===== src/rtl/prog_loader_pkg.sv =====
// prog_loader_pkg -- shared definitions for the serial program loader.
//   ADDR_W_DEF / DATA_W_DEF / SYNC_BYTE_DEF : default parameter values
//   state_e   : loader FSM state encoding
//   is_busy() : true while a frame is being received
package prog_loader_pkg;

  localparam int unsigned ADDR_W_DEF    = 11;
  localparam int unsigned DATA_W_DEF    = 32;
  localparam logic [7:0]  SYNC_BYTE_DEF = 8'hA5;

  typedef enum logic [3:0] {
    ST_IDLE    = 4'd0,
    ST_ADDR_HI = 4'd1,
    ST_ADDR_LO = 4'd2,
    ST_CNT_HI  = 4'd3,
    ST_CNT_LO  = 4'd4,
    ST_DATA    = 4'd5,
    ST_CHECK   = 4'd6,
    ST_RUN     = 4'd7,
    ST_ERROR   = 4'd8
  } state_e;

  function automatic logic is_busy(input state_e s);
    return s inside {ST_ADDR_HI, ST_ADDR_LO, ST_CNT_HI, ST_CNT_LO, ST_DATA, ST_CHECK};
  endfunction

endpackage


===== src/rtl/prog_loader_byte_assembler.sv =====
// byte_assembler -- packs DATA_W/8 bytes (MSB first) into one word.
//   clk, reset  : clock, synchronous active-high reset (discards a partial word)
//   byte_valid  : byte_in is consumed this cycle
//   byte_in     : incoming byte
//   word        : last completed word (held until the next one completes)
//   word_valid  : one-cycle pulse, the cycle after the final byte of a word
module byte_assembler
  import prog_loader_pkg::*;
#(
  parameter int unsigned DATA_W = DATA_W_DEF
) (
  input  logic              clk,
  input  logic              reset,
  input  logic              byte_valid,
  input  logic [7:0]        byte_in,
  output logic [DATA_W-1:0] word,
  output logic              word_valid
);

  localparam int unsigned BYTES = DATA_W / 8;
  localparam int unsigned CNT_W = (BYTES > 1) ? $clog2(BYTES) : 1;

  logic [DATA_W-1:0] sr_q, sr_d;
  logic [DATA_W-1:0] word_q, word_d;
  logic              word_valid_q, word_valid_d;
  logic [CNT_W-1:0]  cnt_q, cnt_d;
  logic [DATA_W-1:0] shifted;
  logic              last_byte;

  always_comb begin
    // Truncating cast keeps this valid for DATA_W == 8 as well.
    shifted      = DATA_W'({sr_q, byte_in});
    last_byte    = (cnt_q == CNT_W'(BYTES - 1));
    sr_d         = sr_q;
    word_d       = word_q;
    word_valid_d = 1'b0;
    cnt_d        = cnt_q;
    if (byte_valid) begin
      sr_d = shifted;
      if (last_byte) begin
        word_d       = shifted;
        word_valid_d = 1'b1;
        cnt_d        = '0;
      end else begin
        cnt_d = cnt_q + 1'b1;
      end
    end
  end

  always_ff @(posedge clk) begin
    if (reset) begin
      sr_q         <= '0;
      word_q       <= '0;
      word_valid_q <= 1'b0;
      cnt_q        <= '0;
    end else begin
      sr_q         <= sr_d;
      word_q       <= word_d;
      word_valid_q <= word_valid_d;
      cnt_q        <= cnt_d;
    end
  end

  assign word       = word_q;
  assign word_valid = word_valid_q;

endmodule


===== src/rtl/prog_loader.sv =====
// prog_loader -- receives a framed byte stream and writes it into instruction
// memory, then releases the CPU.
// Frame: SYNC, ADDR_HI, ADDR_LO, CNT_HI, CNT_LO, CNT words (MSB first) [, CHK]
//   clk, reset     : clock, synchronous active-high reset
//   rx_data/valid  : incoming byte stream; rx_ready is high outside reset
//   w_instruction  : word to write, w_adrs : write address
//   w_enable       : one-cycle write strobe
//   cpu_en         : CPU run enable (only in RUN)
//   busy           : frame in progress, error : last frame rejected
// Build option: define PROG_LOADER_CHKSUM_EN to require the trailing XOR
// checksum byte; otherwise the frame ends at its last data word and error is 0.
module prog_loader
  import prog_loader_pkg::*;
#(
  parameter int unsigned ADDR_W    = ADDR_W_DEF,
  parameter int unsigned DATA_W    = DATA_W_DEF,
  parameter logic [7:0]  SYNC_BYTE = SYNC_BYTE_DEF
) (
  input  logic              clk,
  input  logic              reset,
  input  logic [7:0]        rx_data,
  input  logic              rx_valid,
  output logic              rx_ready,
  output logic [DATA_W-1:0] w_instruction,
  output logic              w_enable,
  output logic [ADDR_W-1:0] w_adrs,
  output logic              cpu_en,
  output logic              busy,
  output logic              error
);

`ifdef PROG_LOADER_CHKSUM_EN
  localparam state_e END_ST = ST_CHECK;
`else
  localparam state_e END_ST = ST_RUN;
`endif

  state_e            state_q, state_d, st_eff;
  logic [7:0]        addr_hi_q, addr_hi_d;
  logic [7:0]        cnt_hi_q, cnt_hi_d;
  logic [15:0]       words_left_q, words_left_d;
  logic [15:0]       cnt_full;
  logic [ADDR_W-1:0] addr_q, addr_d;
`ifdef PROG_LOADER_CHKSUM_EN
  logic [7:0]        chk_q, chk_d;
`endif
  logic              accept;
  logic              final_wr;
  logic              asm_valid;
  logic              word_valid;

  assign rx_ready = ~reset;
  assign accept   = rx_valid & rx_ready;

  byte_assembler #(
    .DATA_W(DATA_W)
  ) u_byte_assembler (
    .clk       (clk),
    .reset     (reset),
    .byte_valid(asm_valid),
    .byte_in   (rx_data),
    .word      (w_instruction),
    .word_valid(word_valid)
  );

  always_comb begin
    // The final word's write cycle still belongs to DATA, but a byte arriving
    // in that same cycle is already the next field (CHK, or a new SYNC), so
    // it is decoded as if the FSM had already moved on.
    final_wr     = (state_q == ST_DATA) && word_valid && (words_left_q == 16'd1);
    st_eff       = final_wr ? END_ST : state_q;
    state_d      = st_eff;
    addr_hi_d    = addr_hi_q;
    cnt_hi_d     = cnt_hi_q;
    words_left_d = words_left_q;
    addr_d       = addr_q;
    asm_valid    = 1'b0;
    cnt_full     = {cnt_hi_q, rx_data};
`ifdef PROG_LOADER_CHKSUM_EN
    chk_d        = chk_q;
`endif

    if (word_valid) begin
      addr_d       = addr_q + 1'b1;
      words_left_d = words_left_q - 16'd1;
    end

    if (accept) begin
      case (st_eff)
        ST_IDLE, ST_RUN, ST_ERROR: begin
          if (rx_data == SYNC_BYTE) begin
            state_d = ST_ADDR_HI;
`ifdef PROG_LOADER_CHKSUM_EN
            chk_d   = '0;
`endif
          end
        end
        ST_ADDR_HI: begin
          addr_hi_d = rx_data;
          state_d   = ST_ADDR_LO;
        end
        ST_ADDR_LO: begin
          addr_d  = ADDR_W'({addr_hi_q, rx_data});
          state_d = ST_CNT_HI;
        end
        ST_CNT_HI: begin
          cnt_hi_d = rx_data;
          state_d  = ST_CNT_LO;
        end
        ST_CNT_LO: begin
          words_left_d = cnt_full;
          state_d      = (cnt_full == 16'd0) ? END_ST : ST_DATA;
        end
        ST_DATA: begin
          asm_valid = 1'b1;
        end
`ifdef PROG_LOADER_CHKSUM_EN
        ST_CHECK: begin
          state_d = (rx_data == chk_q) ? ST_RUN : ST_ERROR;
        end
`endif
        default: ;
      endcase

`ifdef PROG_LOADER_CHKSUM_EN
      if (st_eff inside {ST_ADDR_HI, ST_ADDR_LO, ST_CNT_HI, ST_CNT_LO, ST_DATA})
        chk_d = chk_q ^ rx_data;
`endif
    end
  end

  always_ff @(posedge clk) begin
    if (reset) begin
      state_q      <= ST_IDLE;
      addr_hi_q    <= '0;
      cnt_hi_q     <= '0;
      words_left_q <= '0;
      addr_q       <= '0;
`ifdef PROG_LOADER_CHKSUM_EN
      chk_q        <= '0;
`endif
    end else begin
      state_q      <= state_d;
      addr_hi_q    <= addr_hi_d;
      cnt_hi_q     <= cnt_hi_d;
      words_left_q <= words_left_d;
      addr_q       <= addr_d;
`ifdef PROG_LOADER_CHKSUM_EN
      chk_q        <= chk_d;
`endif
    end
  end

  assign w_enable = word_valid;
  assign w_adrs   = addr_q;
  assign cpu_en   = (state_q == ST_RUN);
  assign busy     = is_busy(state_q);
`ifdef PROG_LOADER_CHKSUM_EN
  assign error    = (state_q == ST_ERROR);
`else
  assign error    = 1'b0;
`endif

endmodule


===== config.mk =====
export PLATFORM = sky130hd
export DESIGN_NAME = prog_loader
export DESIGN_NICKNAME = d
export VERILOG_FILES = /design/src/rtl/prog_loader_pkg.sv /design/src/rtl/prog_loader_byte_assembler.sv /design/src/rtl/prog_loader.sv
export SDC_FILE = /design/constraint.sdc
export NUM_CORES = 1
export LEC_CHECK = 0
export BUFFER_PORTS_ARGS = -buffer_cell sky130_fd_sc_hd__buf_2
export CORE_ASPECT_RATIO = 0.6
export CORE_UTILIZATION = 35
export DETAILED_ROUTE_END_ITERATION = 10
export HOLD_SLACK_MARGIN = 0.1
export SLEW_MARGIN = 5
export SYNTH_ARGS = -nofsm -noshare
export SYNTH_HDL_FRONTEND = slang
export SYNTH_SLANG_ARGS = --single-unit

===== constraint.sdc =====
create_clock -name clk -period 3.8 [get_ports clk]
set_input_delay 0.38 -clock clk [delete_from_list [all_inputs] [get_ports clk]]
set_output_delay 0.38 -clock clk [all_outputs]
set_load 0.01 [all_outputs]

==> Word level (Yosys, flattened, before mapping) <==
Index checks and enable logic that the tools add are counted.
{ "totals": {"reg_bits": 101, "inputBits": 11, "out_inout_bits": 48, "elab_cells": 57} }
{ "op_classes": {"add_sub_neg": 3, "n_eq_ne": 17, "mux": 15, "bitwise_logic": 3, "reduce_logical": 10} }
{ "op_table": {"columns": ["cell", "n"], "rows": [
  ["$mux 16", 3],
  ["$mux 11", 3],
  ["$eq 4x3->1 const B", 7],
  ["$pmux 4 s5", 1],
  ["$eq 16x1->1 const B", 1],
  ["$eq 4x2->1 const B", 4],
  ["$logic_not 16->1", 1],
  ["$sub 16x1->16 const B", 1],
  ["$mux 4", 3],
  ["$add 11x1->11 const B", 1],
  ["$eq 4x1->1 const B", 2],
  ["$eq 8x8->1 const B", 1],
  ["$reduce_and 2->1", 3],
  ["$reduce_bool 6->1", 1],
  ["$eq 4x4->1 const B", 1],
  ["$logic_not 4->1", 1],
  ["$mux 2", 2],
  ["$mux 1", 3],
  ["$reduce_or 3->1", 1],
  ["$add 2x1->2 const B", 1],
  ["$eq 2x2->1 const B", 1],
  ["$logic_and 1x1->1", 2],
  ["$not 1->1", 2],
  ["$reduce_or 2->1", 1],
  ["$and 1x1->1", 1]
]} }

==> Longest topological paths before layout <==
{ "depth": {"word_depth": 9, "ltp_mapped": 8, "ltp_nobuf": 7} }

==> Modules after synthesis <==
A second synthesis with hierarchy kept.
{ "hier_totals": {"hier_cells": 516, "area_unflattened_um2": 4623.2} }
{ "modules_own_cells": {"columns": ["mod", "n_inst", "cells_each", "area_per_inst_um2", "seq_area_each_um2"], "rows": [
  ["byte_assembler", 1, 235, 2378.5, 1181.1],
  ["prog_loader", 1, 281, 2244.7, 840.8]
]} }

==> Worst setup path after synthesis <==
Ideal clock, no wire load.
{ "synth_path": {"kind": "reg2reg", "startpoint": "register words_left_q[0]", "endpoint": "register u_byte_assembler.word_q[10], in the netlist u_byte_assembler.word[10]", "setup_ns": 0.128, "t_arrival_ns": 1.644, "required_time_ns": 3.672, "path_slack_ns": 2.028, "path_stages_with_launch": 8, "n_path_buf": 1, "period_less_slack_ns": 1.772, "cell_sequence": "dfxtp_1 > ha_1 > nor4b_1 > nand4_2 > nand3_4 > buf_6 > mux2i_1 > nor2_1"} }
{ "synth_between": {"elab_chain_len": 7} }
{ "synth_rtl": {"columns": ["element", "line_no", "rtl"], "rows": [
  ["from (decl)", "prog_loader.sv:41", "logic [15:0] words_left_q, words_left_d;"],
  ["from (signal assigned)", "prog_loader.sv:146", "words_left_q <= words_left_d;"],
  ["$eq 16x1->1", "prog_loader.sv:70", "final_wr = (state_q == ST_DATA) && word_valid && (words_left_q == 16'd1);"],
  ["$logic_and 1x1->1", "prog_loader.sv:70", null],
  ["$mux 4", "prog_loader.sv:71", "st_eff = final_wr ? END_ST : state_q;"],
  ["$eq 4x3->1", "prog_loader.sv:89", "case (st_eff)"],
  ["$mux 1", "prog_loader.sv:89", null],
  ["$mux 1", "prog_loader.sv:88", "if (accept) begin"],
  ["$reduce_and 2->1 (no source line)", null, null],
  ["to (signal assigned)", "prog_loader_byte_assembler.sv:58", "word_q <= word_d;"],
  ["to (decl)", "prog_loader_byte_assembler.sv:24", "logic [DATA_W-1:0] word_q, word_d;"]
]} }
Every way passes these cells.
A chain may end at the register's enable or synchronous reset.

==> Worst setup path in the final report <==
{ "layout_path": {"startpoint": "register state_q[1]", "endpoint": "register u_byte_assembler.sr_q[0]"} }
{ "layout_between": {"elab_chain_len": 7} }
{ "layout_rtl": {"columns": ["element", "line_no", "rtl"], "rows": [
  ["from (decl)", "prog_loader.sv:38", "state_e state_q, state_d, st_eff;"],
  ["from (signal assigned)", "prog_loader.sv:143", "state_q <= state_d;"],
  ["$eq 4x3->1", "prog_loader.sv:70", null],
  ["$logic_and 1x1->1 (2 in a row)", "prog_loader.sv:70", null],
  ["$mux 4 (*)", "prog_loader.sv:71", null],
  ["$eq 4x3->1 (*)", "prog_loader.sv:89", null],
  ["$mux 1 (*)", "prog_loader.sv:89", null],
  ["$mux 1 (*)", "prog_loader.sv:88", null],
  ["to (signal assigned)", "prog_loader_byte_assembler.sv:57", "sr_q <= sr_d;"],
  ["to (decl)", "prog_loader_byte_assembler.sv:23", "logic [DATA_W-1:0] sr_q, sr_d;"]
]} }
Mark *: on every way between the ends. The rest lies on a longest branch, timed or not.

==> results by group <==
Logic synthesis
  – Syn Nets: 509
  – Library cells used by synthesis: 54
  – Post-synth EDFFs: 0
  – Async S/R FF share, synth: 0
  – Sequential area share after synthesis: 0.4633
  – Post-synth top flop: dfxtp_1
  – Syn Inst Count: 494
  – Flops & latches, synth: 101
  – Mean Syn Cell Area: 8.834 um2
  – Synth Warn #: 0
  – Mapped Area: 4364 um2

Critical path
  – Crit path kind: flop to flop
  – Critical Path AT: 2760 ps
  – Worst Setup End Kind: flop
  – Critical path required time: 4030 ps
  – Startpoint types: flop
  – CP Max Fanout: 18

Detailed routing
  – DRC viols: 0
  – Avg WL per Cell: 14.81 um
  – Routed via count: 3640
  – Total wire length: 10.43 mm
  – Iteration count of the initial detailed-routing pass: 5
  – Final ANT Viol Nets: 0
  – Iter 0 DRT Violations: 305
  – Via density: 5.170

Timing
  – Count of final hold-check violations: 0
  – Worst Tran Pin Value: 943.8 ps
  – Final slew viol count: 0
  – Final Worst Setup Slack: 1269 ps
  – Hold Slack: 365.8 ps
  – RSZ-0062 raised after global routing: no
  – TNS Setup: 0 ps
  – Endpoints failing setup: 0
  – Max-slew headroom at the worst pin: 0.3691
  – Max Freq: 395.1 MHz
  – Clk_skew: 9.804 ps
  – Final period util: 0.6660
  – Crit path time final: 2531 ps

Power and ir drop
  – Max VDD drop: 215.0 uV
  – PD cells: 425.6 nW/um2
  – LEAKAGE: 2.306 nW
  – Final Power: 2.156 mW

Clock tree
  – Depth of the CTS H-tree: 3
  – Hold Buf Count CTS: 0
  – Post-CTS Resized: 0
  – CTS tree: yes
  – Clock transition at path regs: 70 ps
  – Cell chosen for the clock root: clkbuf_16
  – CTS sink cnt: 101
  – Clock latency at the later pin of the worst-skew pair: 350 ps
  – CTS buffer count: 9
  – # Post-CTS Setup Buffers: 0
  – Max clock buf depth: 2

Placement
  – Placed Area: 4741 um2
  – DP HPWL: 7.238 mm
  – Port-buffer cells: 57
  – Place WS: 1300 ps
  – Placed cell count: 688
  – Routability-driven placement congestion ratio: 0.8620

Global routing
  – Initial antenna violation count: 0
  – All-Layer GR Usage: 0.1670
  – Largest net degree at the start of global routing: 62
  – First-pass GRT wire length: 16.74 mm
  – Vias in the first global route: 3074
  – Grt ovf: 0

Die
  – Rows: 31
  – Die ar.: 12930 um2
  – Chip width: 146.2 um
  – IO Count: 59
  – DIE HEIGHT: 88.50 um
  – Core ar.: 12100 um2
  – Initial Utilization: 0.3606

Layout
  – Design Area, Final: 5066 um2
  – Layout Cells excl Fill: 704
  – Share of cells above drive strength 1: 0.1670
  – Commonest non-fill, non-tap cell in the layout: dfxtp_1
  – Commonest cells after routing, fill and taps aside: dfxtp_1, nor2_1, buf_2, nand3_1, nand2_1
  – Core Util, Final: 0.4186
  – Area grow syn2layout: 16.08%
  – Filler cells: 1207
  – Diode count: 0
  – Area of the multi-input gates: 2157 um2
  – Fin nets: 549
  – Seq. cell area: 2022 um2

Flow run
  – Max cap viols: 0

Outcome
  – Outcome: completed

Min path
  – Hold Path Class: primary input to flop
worst max-delay path, stage by stage, from the launching register on:
cell and delay, ps:
dfxtp_1 460, nor2_1 350, and4_1 560, buf_4 280
nand2_1 280, buf_4 310, nand3_1 90, o21ai_0 80
sequential cells by signal, indices dropped and copies added (netlist names):
register and flops:
cnt_hi_q 8, words_left_q 16, u_byte_assembler.word_valid 1, u_byte_assembler.cnt_q 2
w_adrs 11, addr_hi_q 3, u_byte_assembler.sr_q 24, u_byte_assembler.word 32
state_q 4
metal layers:
layer / share of wire / wire length, um / global-route usage
met3: 0.061 / 634 / 0.04485
met1: 0.54 / 5612 / 0.2621
met2: 0.39 / 4093 / 0.2190
met4: 0.0082 / 86 / 0.03693
met5: 0 / 0 / 0
final timing paths:
kind                                                start                   endpoint  slack, ps  depth (start not counted)
worst max-delay path                           state_q[1]   u_byte_assembler.sr_q[0]       1270                          7
worst min register to register  u_byte_assembler.sr_q[20]  u_byte_assembler.sr_q[20]        460                          2
worst min-delay path                           rx_data[2]                cnt_hi_q[2]        370                          3
worst max register to register                 state_q[1]   u_byte_assembler.sr_q[0]       1270                          7
report_power, final:
part	total, mW	switching (mW)	internal, mW
sequential	1.09	0.0196	1.07
combinational	0.104	0.0709	0.0335
clock	0.963	0.421	0.541
cells in the mapped netlist (3+ instances only):
cell type / n / area share
xnor2_1: 9 / 0.018
nor4_1: 3 / 0.0043
nand2_1: 54 / 0.046
nand3_1: 55 / 0.063
inv_1: 8 / 0.0069
mux2i_1: 34 / 0.078
o21ai_0: 15 / 0.017
ha_1: 4 / 0.011
buf_2: 5 / 0.0057
or4_1: 5 / 0.0086
o31ai_1: 4 / 0.0069
dfxtp_1: 101 / 0.46
and4_1: 3 / 0.0060
clkbuf_1: 23 / 0.020
nor2_1: 72 / 0.062
nand4_1: 5 / 0.0072
buf_6: 3 / 0.0077
a211oi_1: 23 / 0.040
or3_1: 3 / 0.0043
nor3_1: 4 / 0.0046
and2_1: 3 / 0.0043
xor2_1: 15 / 0.030
a21oi_1: 5 / 0.0057
layout make-up:
class	instances	share of cell area
Timing Repair Buffer	63	0.06520
Clock buffer	10	0.04717
Multi-Input combinational cell	350	0.4258
Tap cell	165	0.04075
Clock inverter	6	0.01531
Inverter	9	0.006668
Sequential cell	101	0.3991
cell families (layout without fill, tap and decap cells):
kind of cell,after synthesis,after routing,share of synthesized area
buf+inv,43,88,0.04444
mux,34,34,0.07798
other cells,1,1,0.0008593
simple gates,225,225,0.2552
fa+ha+maj,4,4,0.01147
compound gates,62,62,0.09862
flops,101,101,0.4633
xor+xnor,24,24,0.04817
(Power assumes the default switching activity.)
